**config.mk**
```make
export PLATFORM = sky130hd
export DESIGN_NAME = phase_interval_decoder
export DESIGN_NICKNAME = d
export VERILOG_FILES = /design/src/rtl/phase_meas_pkg.sv /design/src/rtl/phase_code_decoder.sv /design/src/rtl/phase_interval_decoder.sv
export SDC_FILE = /design/constraint.sdc
export NUM_CORES = 1
export LEC_CHECK = 0
export ABC_AREA = 1
export CAP_MARGIN = 0
export CORE_ASPECT_RATIO = 1.1
export CORE_MARGIN = 8
export CORE_UTILIZATION = 35
export CTS_BUF_LIST = sky130_fd_sc_hd__clkbuf_2 sky130_fd_sc_hd__clkbuf_4 sky130_fd_sc_hd__clkbuf_8
export DETAILED_ROUTE_END_ITERATION = 7
export GPL_ROUTABILITY_DRIVEN = 1
export PLACE_DENSITY_LB_ADDON = 0.12
export SLEW_MARGIN = 40
export SYNTH_ARGS = -nofsm -noshare
export SYNTH_HDL_FRONTEND = slang
export SYNTH_SLANG_ARGS = --single-unit
```
**constraint.sdc**
```tcl
create_clock -name Clock -period 7 [get_ports Clock]
set_clock_uncertainty 0.05 [all_clocks]
set_input_delay 2.1 -clock Clock [delete_from_list [all_inputs] [get_ports Clock]]
set_output_delay 2.1 -clock Clock [all_outputs]
set_load 0.005 [all_outputs]
```
**src/rtl/phase_meas_pkg.sv**
```systemverilog
// -----------------------------------------------------------------------------
// phase_meas_pkg
// Shared definitions for the phase-interval measurement block:
//   PHASE_COUNT  - phase steps per coarse clock cycle (7 PLL taps, two edges)
//   meas_state_e - measurement FSM states
//   phase_idx_t  - decoded phase index, 0..13
//   popcount7    - number of ones in a 7-bit PLL snapshot
//   thermo_code  - the single legal snapshot for a given phase index
// -----------------------------------------------------------------------------
package phase_meas_pkg;

  localparam int PHASE_COUNT = 14;

  typedef enum logic [1:0] {
    IDLE  = 2'd0,
    ARMED = 2'd1,
    DONE  = 2'd2
  } meas_state_e;

  typedef logic [3:0] phase_idx_t;

  function automatic logic [2:0] popcount7(input logic [6:0] code);
    logic [2:0] cnt;
    cnt = 3'd0;
    for (int i = 0; i < 7; i++) begin
      cnt = cnt + {2'b00, code[i]};
    end
    return cnt;
  endfunction

  // Indices 0..6: a run of ones growing down from PLL0 (bit 6).
  // Indices 7..13: that run draining away from PLL0.
  function automatic logic [6:0] thermo_code(input phase_idx_t idx);
    if (idx < 4'd7) begin
      return 7'h7f << (4'd6 - idx);
    end
    return 7'h7f >> (idx - 4'd6);
  endfunction

endpackage

```
**src/rtl/phase_code_decoder.sv**
```systemverilog
// -----------------------------------------------------------------------------
// phase_code_decoder
// Combinational decode of a 7-bit PLL phase snapshot into a phase index.
//   code_i    - snapshot, PLL0 in bit 6
//   idx_o     - phase index 0..13
//   illegal_o - snapshot is not one of the 14 thermometer codes
// Build option: PHASE_BUBBLE_CORRECT_EN - tolerate bubbles by decoding any
// code from its popcount; illegal_o is then never raised.
// -----------------------------------------------------------------------------
module phase_code_decoder
  import phase_meas_pkg::*;
(
  input  logic [6:0] code_i,
  output phase_idx_t idx_o,
  output logic       illegal_o
);

  logic [2:0] ones;

  assign ones = popcount7(code_i);

  // For legal codes the popcount alone fixes the index; bit 6 says whether
  // the run of ones is growing (first half) or draining (second half).
  always_comb begin
    if (code_i[6]) begin
      idx_o = {1'b0, ones} - 4'd1;
    end else begin
      idx_o = 4'd13 - {1'b0, ones};
    end
  end

`ifdef PHASE_BUBBLE_CORRECT_EN
  assign illegal_o = 1'b0;
`else
  assign illegal_o = (code_i != thermo_code(idx_o));
`endif

endmodule

```
**src/rtl/phase_interval_decoder.sv**
```systemverilog
// -----------------------------------------------------------------------------
// phase_interval_decoder
// Measures the interval between a start and a stop event in 1/14-cycle units
// from a coarse cycle counter plus the PLL phase snapshots at both events.
//   Clock, Reset_n        - clock (rising edge), synchronous active-low reset
//   StartValid/StartCode  - start strobe and phase snapshot
//   StopValid/StopCode    - stop strobe and phase snapshot
//   Abort                 - cancel a measurement in progress
//   Busy                  - measurement armed or result in flight
//   ResultValid           - one-cycle result strobe, 2 cycles after stop
//   Interval              - N*14 + stopIdx - startIdx (held between results)
//   CodeError, Overflow   - result qualifiers (held between results)
// Build option: PHASE_BUBBLE_CORRECT_EN (see phase_code_decoder).
// -----------------------------------------------------------------------------
module phase_interval_decoder
  import phase_meas_pkg::*;
#(
  parameter int COARSE_W   = 16,
  parameter int INTERVAL_W = COARSE_W + 4
) (
  input  logic                  Clock,
  input  logic                  Reset_n,
  input  logic                  StartValid,
  input  logic [6:0]            StartCode,
  input  logic                  StopValid,
  input  logic [6:0]            StopCode,
  input  logic                  Abort,
  output logic                  Busy,
  output logic                  ResultValid,
  output logic [INTERVAL_W-1:0] Interval,
  output logic                  CodeError,
  output logic                  Overflow
);

  localparam logic [COARSE_W-1:0] CNT_MAX  = '1;
  localparam logic [COARSE_W-1:0] CNT_LAST = CNT_MAX - 1'b1;

  phase_idx_t start_idx, stop_idx;
  logic       start_illegal, stop_illegal;

  phase_code_decoder u_start_dec (
    .code_i    (StartCode),
    .idx_o     (start_idx),
    .illegal_o (start_illegal)
  );

  phase_code_decoder u_stop_dec (
    .code_i    (StopCode),
    .idx_o     (stop_idx),
    .illegal_o (stop_illegal)
  );

  meas_state_e         state_q;
  logic [COARSE_W-1:0] cnt_q;
  phase_idx_t          start_idx_q;
  logic                start_err_q;

  // Decode-stage register, loaded on the stop (or overflow) edge.
  logic                p1_valid_q;
  logic                p1_ovf_q;
  logic                p1_err_q;
  logic [COARSE_W-1:0] p1_n_q;
  phase_idx_t          p1_stop_q;

  // NOTE: state registers use non-blocking assignments so every always_ff
  // samples the pre-edge values, independent of block evaluation order.
  always_ff @(posedge Clock) begin
    if (!Reset_n) begin
      state_q     <= IDLE;
      cnt_q       <= '0;
      start_idx_q <= '0;
      start_err_q <= 1'b0;
      p1_valid_q  <= 1'b0;
      p1_ovf_q    <= 1'b0;
      p1_err_q    <= 1'b0;
      p1_n_q      <= '0;
      p1_stop_q   <= '0;
    end else begin
      p1_valid_q <= 1'b0;
      case (state_q)
        IDLE: begin
          // A coincident stop is simply not looked at here.
          if (StartValid) begin
            state_q     <= ARMED;
            cnt_q       <= '0;
            start_idx_q <= start_idx;
            start_err_q <= start_illegal;
          end
        end
        ARMED: begin
          if (Abort) begin
            state_q <= IDLE;
          end else if (StopValid) begin
            state_q    <= DONE;
            p1_valid_q <= 1'b1;
            p1_ovf_q   <= 1'b0;
            p1_err_q   <= start_err_q | stop_illegal;
            p1_n_q     <= cnt_q;
            p1_stop_q  <= stop_idx;
          end else if (cnt_q == CNT_LAST) begin
            // This increment saturates the counter: end the measurement.
            state_q    <= DONE;
            cnt_q      <= CNT_MAX;
            p1_valid_q <= 1'b1;
            p1_ovf_q   <= 1'b1;
            p1_err_q   <= 1'b0;
            p1_n_q     <= CNT_MAX;
          end else begin
            cnt_q <= cnt_q + 1'b1;
          end
        end
        DONE:    state_q <= IDLE;
        default: state_q <= IDLE;
      endcase
    end
  end

  assign Busy = (state_q != IDLE);

  // start_idx_q cannot change while a result is in flight: a new start is
  // only accepted in IDLE, which follows the arithmetic stage.
  logic [INTERVAL_W-1:0] base_d;
  logic [INTERVAL_W-1:0] interval_d;
  logic                  neg_d;

  // NOTE: every always_comb output gets a value on every path, so no latch
  // can be inferred.
  always_comb begin
    base_d     = INTERVAL_W'(p1_n_q) * INTERVAL_W'(PHASE_COUNT)
               + INTERVAL_W'(p1_stop_q);
    neg_d      = (base_d < INTERVAL_W'(start_idx_q));
    interval_d = base_d - INTERVAL_W'(start_idx_q);
  end

  always_ff @(posedge Clock) begin
    if (!Reset_n) begin
      ResultValid <= 1'b0;
      Interval    <= '0;
      CodeError   <= 1'b0;
      Overflow    <= 1'b0;
    end else begin
      ResultValid <= p1_valid_q;
      if (p1_valid_q) begin
        Overflow <= p1_ovf_q;
        if (p1_ovf_q) begin
          Interval  <= '1;
          CodeError <= 1'b0;
        end else if (p1_err_q || neg_d) begin
          Interval  <= '0;
          CodeError <= 1'b1;
        end else begin
          Interval  <= interval_d;
          CodeError <= 1'b0;
        end
      end
    end
  end

endmodule

```
==> results.md, run 1 <==
- Synthesis produced a netlist whose cell count is 1025.
- The via count of the first global-routing pass came to 6074.
- The hold violation total from the final report is 0.
- The total count of max-transition violations in the final report is 0.
- The final cell count without fillers is 1320.
- The initial antenna violation count is 0.
- The number of port buffers is 42.
- The count of maximum capacitance violations is 0.
- The part of the total power dissipated in sequential elements is 26.5%.
- For this run, the total global-route usage over all layers was measured as 14.5%.
- The overall die width is 148 µm.
- The global-route wire length before repair is 28.6 mm.
- The post-route core utilization is 40.4%.
- The number of sinks on the clock net is 69.
- The number of search-and-repair iterations in the first detailed-routing pass is 5.
- After synthesis, the most frequently instantiated cells are sky130_fd_sc_hd__nand2_1 (275), sky130_fd_sc_hd__inv_1 (161), sky130_fd_sc_hd__a21oi_1 (88), sky130_fd_sc_hd__nand3_1 (70), sky130_fd_sc_hd__dfxtp_1 (69).
- The CTS H-tree depth is 3.
- The clock passes through at most 2 buffers.
- The worst setup slack after placement is 0.0929 ns.
- The startpoint type of the worst setup path is an input pin.
- Along the worst path, the maximum fanout reaches 5.
- Summing every instance area after synthesis gives 6670 µm².
- After the last flow step, the layout net total stands at 1167.
- The required arrival time at the worst endpoint is 7.18 ns.
- The clock reaches the later pin of the worst-skew pair after 0.37 ns.
- The post-detailed-routing wire length is 16.6 mm.
- The tightest min-delay check is of the reg -> reg type.
- The count of yosys warnings during synthesis is 0.
- The final weighted congestion in routability-driven placement is 0.836.
- Among all flip-flop cells after synthesis, the most frequent one is sky130_fd_sc_hd__dfxtp_1.
- After detailed routing, the average wire length per cell comes to 12.6 µm.
- The power per standard cell area is 205 nW/µm².
- After synthesis the netlist holds a flip-flop and latch count of 69.
- Setup repair after global routing left no endpoint under its margin.
- After layout, the minimum clock period comes to 6.53 ns.
- The worst setup path is captured at a register.
- The fraction of final layout cells with drive strength greater than 1 is 8.76%.
- The TritonCTS clock tree is done.
- The number of gates resized after CTS was 0.
- The net count of the mapped netlist is 1124.
- sky130_fd_sc_hd__nand2_1 is the most common cell in the netlist.
- The final critical path takes up 93.3% of the cycle.
- The die area is 23700 µm².
- The achievable clock frequency is 153 MHz.
- The tightest hold margin is 0.426 ns.
- Including well taps, the total number of placed cells is 1304.
- The average instance in the mapped netlist occupies 6.51 µm².
- The switching power summed over all nets is 0.000628 W.
- The share of synthesized area in the top cell type comes to 20.7%.
- Per report_power, the combinational group accounts for 47.1% of the total.
- Relative to the synthesized area, the layout overhead comes to 14.4%.
- The startpoint identified for the worst register-to-register timing path is p1_n_q[2].
- The worst hold path begins at CodeError.
- For this run, the register share of the synthesized area comes to 20.7%.
- By startpoint and endpoint, the worst setup path is classified as in -> reg.
- The ratio of routed vias to standard cells is 4.73.
- The maximum vdd drop is 134 µV.
- The internal portion of the total power is 0.000934 W.
- During I/O placement, the number of pins put on the boundary was 43.
- The number of enable flip-flop cells after synthesis is 0.
- The routed layout has 6243 vias.
- The number of violations reported at the end of detailed-routing iteration 0 is 277.
- The floorplan step set the die height to 161 µm.
- The clock share of power is 26.3%.
- The final critical-path setup slack is 0.467 ns.
- After floorplanning, the core was sized to cover 18900 µm².
- For this design, the CTS-stage hold fixing added 0 buffers.
- Row generation in the floorplan step produced 53 rows.
- The transition time of the tightest slew-check pin is 0.623 ns.
- The wire-length estimate of the detail-placed layout is 13.4 mm.
- Clock tree synthesis inserted a total of 9 buffers.
- The post-route antenna net violation count is 0.
- The total overflow left after global routing is 0.
- The leakage power of the design is 3.73 nW.
- Entering global routing, the biggest net connects 47 pins.
- After routing, the total negative slack on setup checks comes to 0 ns.
- The total of endpoints with negative setup slack in the final report is 0.
- Data arrives at the worst endpoint at 6.71 ns.
- The count of buffers added by post-CTS timing repair for setup is 0.
- Of all flip-flops after synthesis, the portion carrying an async set or reset was 0%.
- The synthesized design spends more area on one cell type than any other, namely sky130_fd_sc_hd__dfxtp_1.
- The initial utilization of the core area, before any placement, comes to 35.3%.
- Clock tree synthesis selected as its root buffer the cell sky130_fd_sc_hd__clkbuf_8.
- The run finished with clean final reports.
- The net switching share of the total power is 40.2%.
- The repair_antennas step left the layout with diodes totalling 0.
- The unique cell type count in the Yosys netlist is 40.
- The normalized max-slew margin is 58.4%.
- The total DRC errors in the routed layout is 0.
- The most critical setup path has its startpoint at StopCode[1].
- The clock transition at the registers of the reported paths is 0.07 ns.
- By area the synthesized netlist is led by sky130_fd_sc_hd__dfxtp_1 (21%), sky130_fd_sc_hd__nand2_1 (15%), sky130_fd_sc_hd__ha_1 (11%), sky130_fd_sc_hd__inv_1 (9.1%), sky130_fd_sc_hd__fa_1 (7.2%).
registers in the layout, indices dropped and copies added, names as in the netlist, 2 cells and up:
register     count
Interval        20
start_idx_q      4
p1_n_q          16
state_q          2
cnt_q           16
p1_stop_q        4
layout make-up:
type | instances | area [µm²]
flip-flops and latches | 69 | 1380
fillers | 2038 | 11300
clock inverters | 6 | 110
repair buffers | 50 | 475
multi-input cells | 761 | 4550
well taps | 247 | 309
clock buffers | 10 | 138
inverters | 177 | 668
final timing paths:
kind	depth (start not counted)	to	slack, ns
setup reg to reg	20	Interval[19]	3.09
setup / recovery	23	p1_err_q	0.47
hold reg to reg	2	CodeError	0.43
hold / removal	2	CodeError	0.43
metal layers:
layer	part of all wire [%]	wire length, µm	vias to the layer above	global-route usage, %
met4	1.3	214	0	4.27
met1	48	7930	2814	18.1
met3	2.5	413	11	2.25
li1	-	-	3346	-
met5	0	0	-	0
met2	48	8030	72	25.2
per-stage QoR:
| stage | power (W) | area, µm² |
|---|---|---|
| after floorplan | 0.000982 | 6670 |
| after global placement | 0.00117 | 7380 |
| after detailed placement | 0.00116 | 7380 |
| after CTS | 0.00158 | 7630 |
| after global routing | 0.00172 | 7630 |
| final | 0.00156 | 7630 |
logic make-up after synthesis:
group | synth area share, %
xor+xnor | 4.32
simple gates | 32.9
fa+ha+maj | 17.7
compound gates | 13.2
buf+inv | 11.1
flops | 20.7
power by group through the flow:
stage / Sequential (W) / Clock [W] / Combinational (W)
after floorplan: 0.000422 / 0 / 0.000561
after global placement: 0.000424 / 0 / 0.000743
after detailed placement: 0.000424 / 0 / 0.000737
after CTS: 0.000415 / 0.000425 / 0.000743
after global routing: 0.000417 / 0.000446 / 0.000854
final: 0.000414 / 0.000411 / 0.000736
worst max-delay path, cell delays in order:
cell and delay [ns]:
sky130_fd_sc_hd__clkdlybuf4s50_1 0.51, sky130_fd_sc_hd__ha_1 0.24, sky130_fd_sc_hd__inv_1 0.07, sky130_fd_sc_hd__fa_1 0.42
sky130_fd_sc_hd__fa_1 0.49, sky130_fd_sc_hd__inv_1 0.05, sky130_fd_sc_hd__ha_1 0.18, sky130_fd_sc_hd__fa_1 0.53
sky130_fd_sc_hd__inv_1 0.07, sky130_fd_sc_hd__ha_1 0.28, sky130_fd_sc_hd__o21ai_0 0.20, sky130_fd_sc_hd__buf_4 0.18
sky130_fd_sc_hd__ha_1 0.19, sky130_fd_sc_hd__inv_1 0.06, sky130_fd_sc_hd__ha_1 0.29, sky130_fd_sc_hd__inv_1 0.11
sky130_fd_sc_hd__o21ai_0 0.09, sky130_fd_sc_hd__o21ai_0 0.21, sky130_fd_sc_hd__xor2_1 0.09, sky130_fd_sc_hd__a21oi_1 0.12
sky130_fd_sc_hd__nand4_1 0.10, sky130_fd_sc_hd__nand2_1 0.06, sky130_fd_sc_hd__a21oi_1 0.05
placed cells by master (no fill, tap or decap), types with 18 or more instances in the layout:
master                            count
sky130_fd_sc_hd__o21ai_0             58
sky130_fd_sc_hd__clkdlybuf4s50_1     41
sky130_fd_sc_hd__xor2_1              18
sky130_fd_sc_hd__nand2_1            275
sky130_fd_sc_hd__nor2_1              58
sky130_fd_sc_hd__dfxtp_1             69
sky130_fd_sc_hd__ha_1                56
sky130_fd_sc_hd__a21oi_1             88
sky130_fd_sc_hd__inv_1              161
sky130_fd_sc_hd__nand3_1             70
sky130_fd_sc_hd__fa_1                24
(Power assumes the default switching activity.)
==> inputs of run 2 (changes only) <==
--- a/config.mk
+++ b/config.mk
@@ -9,7 +9,7 @@
 export CAP_MARGIN = 0
 export CORE_ASPECT_RATIO = 1.1
 export CORE_MARGIN = 8
-export CORE_UTILIZATION = 35
+export CORE_UTILIZATION = 44
 export CTS_BUF_LIST = sky130_fd_sc_hd__clkbuf_2 sky130_fd_sc_hd__clkbuf_4 sky130_fd_sc_hd__clkbuf_8
 export DETAILED_ROUTE_END_ITERATION = 7
 export GPL_ROUTABILITY_DRIVEN = 1
==> results.md, run 2 (synthesis gave the netlist of run 1 again) <==
- The run finished with clean final reports.
- Setup repair after global routing left no endpoint under its margin.
- The share of power burned in combinational logic was 48.7% (+1.6 points).
- The beginning of the worst hold path is CodeError.
- The clock latency on the worst-skew pair is 0.36 ns (about the same).
- The quantity of gates resized following cts is 0 (unchanged).
- The final antenna diode count is 0 (unchanged).
- The total of endpoints with negative setup slack in the final report was 0 (unchanged).
- The critical path class is in -> reg.
- The overall fraction of global-route tracks in use is 17.0% (+2.4 points).
- The slack of the worst reg-to-reg path is 3.12 ns (+0.03 ns).
- The placement-stage cell area was 7310 µm² (-1.0%).
- The total grt overflow is 0 (unchanged).
- The post-route antenna net violation count is 0 (unchanged).
- The vias after detailed routing is 6321 (+1.2%).
- The cell area after layout is 7520 µm² (-1.4%).
- The sort of element at the end of the critical path is a register.
- The required arrival time at the worst endpoint is 7.18 ns (about the same).
- The count of maximum capacitance violations is 0 (unchanged).
- The register with the most flip-flops in the final layout is Interval.
- The via count of the first global-routing pass is 6146 (+1.2%).
- The number of port buffers is 42 (unchanged).
- The TritonCTS clock tree is done.
- The count of buffers added by post-CTS timing repair for setup is 0 (unchanged).
- The initial antenna violation count is 0 (unchanged).
- The path depth of the worst reg2reg path is 20 (unchanged).
- The normalized max-slew margin is 55.5% (-2.9 points).
- The deepest clock path buffer count is 2 (unchanged).
- The end of the worst register-to-register path is Interval[19].
- The filler cell count came to 1582 (-22%).
- The net switching share of the total power came to 41.2% (+0.96 points).
- The maximum net fanout on the critical path is 5 (unchanged).
- The leakage power of the design is 3.71 nW (-0.65%).
- The flip-flop count of the largest register, all copies and words added is 20 (unchanged).
- The number of violations reported at the end of detailed-routing iteration 0 is 263 (-5.1%).
- The final cycle utilization of the critical path was 93.0% (-0.37 points).
- The overall die width is 133 µm (-9.6%).
- The relative area change from synthesis to final layout is 12.8%.
- The die span in y is 145 µm (-9.7%).
- The CTS H-tree depth is 3 (unchanged).
- The internal power of the cells was 0.000885 W (-5.3%).
- The placeable core region is 14900 µm² (-21%).
- In this run the clock root is driven by a sky130_fd_sc_hd__clkbuf_8.
- In the layout the commonest cells are sky130_fd_sc_hd__nand2_1 (275), sky130_fd_sc_hd__inv_1 (161), sky130_fd_sc_hd__a21oi_1 (88).
- The end point of the worst hold path is CodeError.
- The starting density of the core came to 44.6% (+9.4 points).
- The largest registers in the layout are Interval (20), cnt_q (16), p1_n_q (16).
- The worst endpoint data arrival time is 6.68 ns (-0.03 ns).
- The clock share of power is 23.7% (-2.6 points).
- The hold violation total from the final report is 0 (unchanged).
- The fraction of final layout cells with drive strength greater than 1 is 8.78% (+0.016 points).
- The post-route core utilization is 50.4% (+10 points).
- The wire length per cell is 12.4 µm (-1.1%).
- The final critical delay including setup and external delays is 6.51 ns (-0.0260 ns).
- The number of cells on the worst hold path is 2 (unchanged).
- The total count of max-transition violations in the final report is 0 (unchanged).
- The switching power summed over all nets came to 0.000619 W (-1.4%).
- The number of top-level design ports is 43 (unchanged).
- The maximum vdd drop is 164 µV (+22%).
- The global-route wire length before repair is 27.7 mm (-3.3%).
- The number of search-and-repair iterations in the first detailed-routing pass was 5 (unchanged).
- The total DRC errors in the routed layout is 0 (unchanged).
- The number of nets in the layout is 1165 (-0.17%).
- The sum of negative setup slack is 0 ns (unchanged).
- The pin count of the biggest net entering global routing is 47 (unchanged).
- The cell row count is 47 (-11%).
- In this run the worst hold path is classified as reg -> reg.
- The clock transition at the registers of the reported paths was 0.07 ns (about the same).
- The die area was 19400 µm² (-18%).
- The reg-to-reg startpoint is p1_n_q[2].
- The transition time of the tightest slew-check pin is 0.666 ns (+0.0435 ns).
- The total of hold buffers inserted after clock tree synthesis was 0 (unchanged).
- The part of the total power dissipated in sequential elements is 27.6% (+1.1 points).
- The placed wire-length estimate was 12.9 mm (-4.3%).
- The achievable clock frequency came to 154 MHz (+0.40%).
- The ratio of routed vias to standard cells is 4.99 (+5.5%).
- The number of sinks on the clock net came to 69 (unchanged).
- The worst setup path is launched from an input pin.
- The library cell used most frequently in the layout, excluding fill and tap cells, is sky130_fd_sc_hd__nand2_1.
- The number of buffers created by CTS is 9 (unchanged).
- The power per standard cell area was 200 nW/µm² (-2.3%).
- The final weighted congestion in routability-driven placement was 0.908 (+8.6%).
- The post-detailed-routing wire length came to 15.7 mm (-5.1%).
-- run 2: changes by cell type in the layout (fill, tap and decap cells not counted) --
cell,previous run,this run
sky130_fd_sc_hd__buf_4,8,6
sky130_fd_sc_hd__clkinv_2,2,4
sky130_fd_sc_hd__nor2_1,58,56
sky130_fd_sc_hd__nor2_2,9,11
sky130_fd_sc_hd__bufinv_16,3,2
sky130_fd_sc_hd__clkbuf_8,10,9
-- run 2: area by class of cell --
type	count	area (µm²)	share of cell area, %
clock buffers	9	124	1.65
clock inverters	7	90.1	1.20
inverters	177	668	8.88
well taps	196	245	3.26
flip-flops and latches	69	1380	18.4
repair buffers	48	460	6.12
multi-input cells	761	4550	60.5
-- run 2: through the flow --
step	hold slack [ns]	instances	setup WS [ns]	power [W]
2_1_floorplan	0.395	1025	0.487	0.000982
3_3_place_gp	0.410	1251	0.207	0.00115
3_5_place_dp	0.418	1251	0.118	0.00116
4_1_cts	0.429	1267	0.520	0.00152
5_1_grt	0.450	1267	0.144	0.00165
6_report	0.428	1267	0.493	0.00150
-- run 2: how the worst max path moves through the flow --
| stage | start | to | slack [ns] |
|---|---|---|---|
| after floorplan | StartCode[0] | start_err_q | 0.49 |
| after global routing | StopCode[1] | p1_err_q | 0.14 |
| after detailed placement | StopCode[1] | p1_err_q | 0.12 |
| after global placement | StopCode[0] | p1_err_q | 0.21 |
| after CTS | StopCode[1] | p1_err_q | 0.52 |
| final | StopCode[1] | p1_err_q | 0.49 |
-- run 2: layer usage --
metal / GRT usage, % / vias to the layer above / share of wire (%)
met5: 0 / - / 0
met4: 6.01 / 0 / 2.0
met3: 2.83 / 23 / 2.8
met2: 30.3 / 90 / 49
met1: 19.9 / 2866 / 46
li1: - / 3342 / -
-- run 2: critical path, cell delays in order --
cell	delay, ns
sky130_fd_sc_hd__clkdlybuf4s50_1	0.45
sky130_fd_sc_hd__ha_1	0.29
sky130_fd_sc_hd__inv_1	0.04
sky130_fd_sc_hd__fa_1	0.46
sky130_fd_sc_hd__fa_1	0.49
sky130_fd_sc_hd__inv_1	0.04
sky130_fd_sc_hd__ha_1	0.18
sky130_fd_sc_hd__fa_1	0.53
sky130_fd_sc_hd__inv_1	0.08
sky130_fd_sc_hd__ha_1	0.29
sky130_fd_sc_hd__o21ai_0	0.16
sky130_fd_sc_hd__buf_4	0.16
sky130_fd_sc_hd__ha_1	0.18
sky130_fd_sc_hd__inv_1	0.05
sky130_fd_sc_hd__ha_1	0.29
sky130_fd_sc_hd__inv_1	0.11
sky130_fd_sc_hd__o21ai_0	0.09
sky130_fd_sc_hd__o21ai_0	0.25
sky130_fd_sc_hd__xor2_1	0.10
sky130_fd_sc_hd__a21oi_1	0.12
sky130_fd_sc_hd__nand4_1	0.10
sky130_fd_sc_hd__nand2_1	0.06
sky130_fd_sc_hd__a21oi_1	0.05
-- run 2: power by group through the flow --
stage	Sequential, W	Combinational (W)	Clock, W
after floorplan	0.000422	0.000561	0
after global placement	0.000424	0.000730	0
after detailed placement	0.000424	0.000734	0
after CTS	0.000415	0.000738	0.000365
after global routing	0.000417	0.000851	0.000384
final	0.000415	0.000733	0.000357
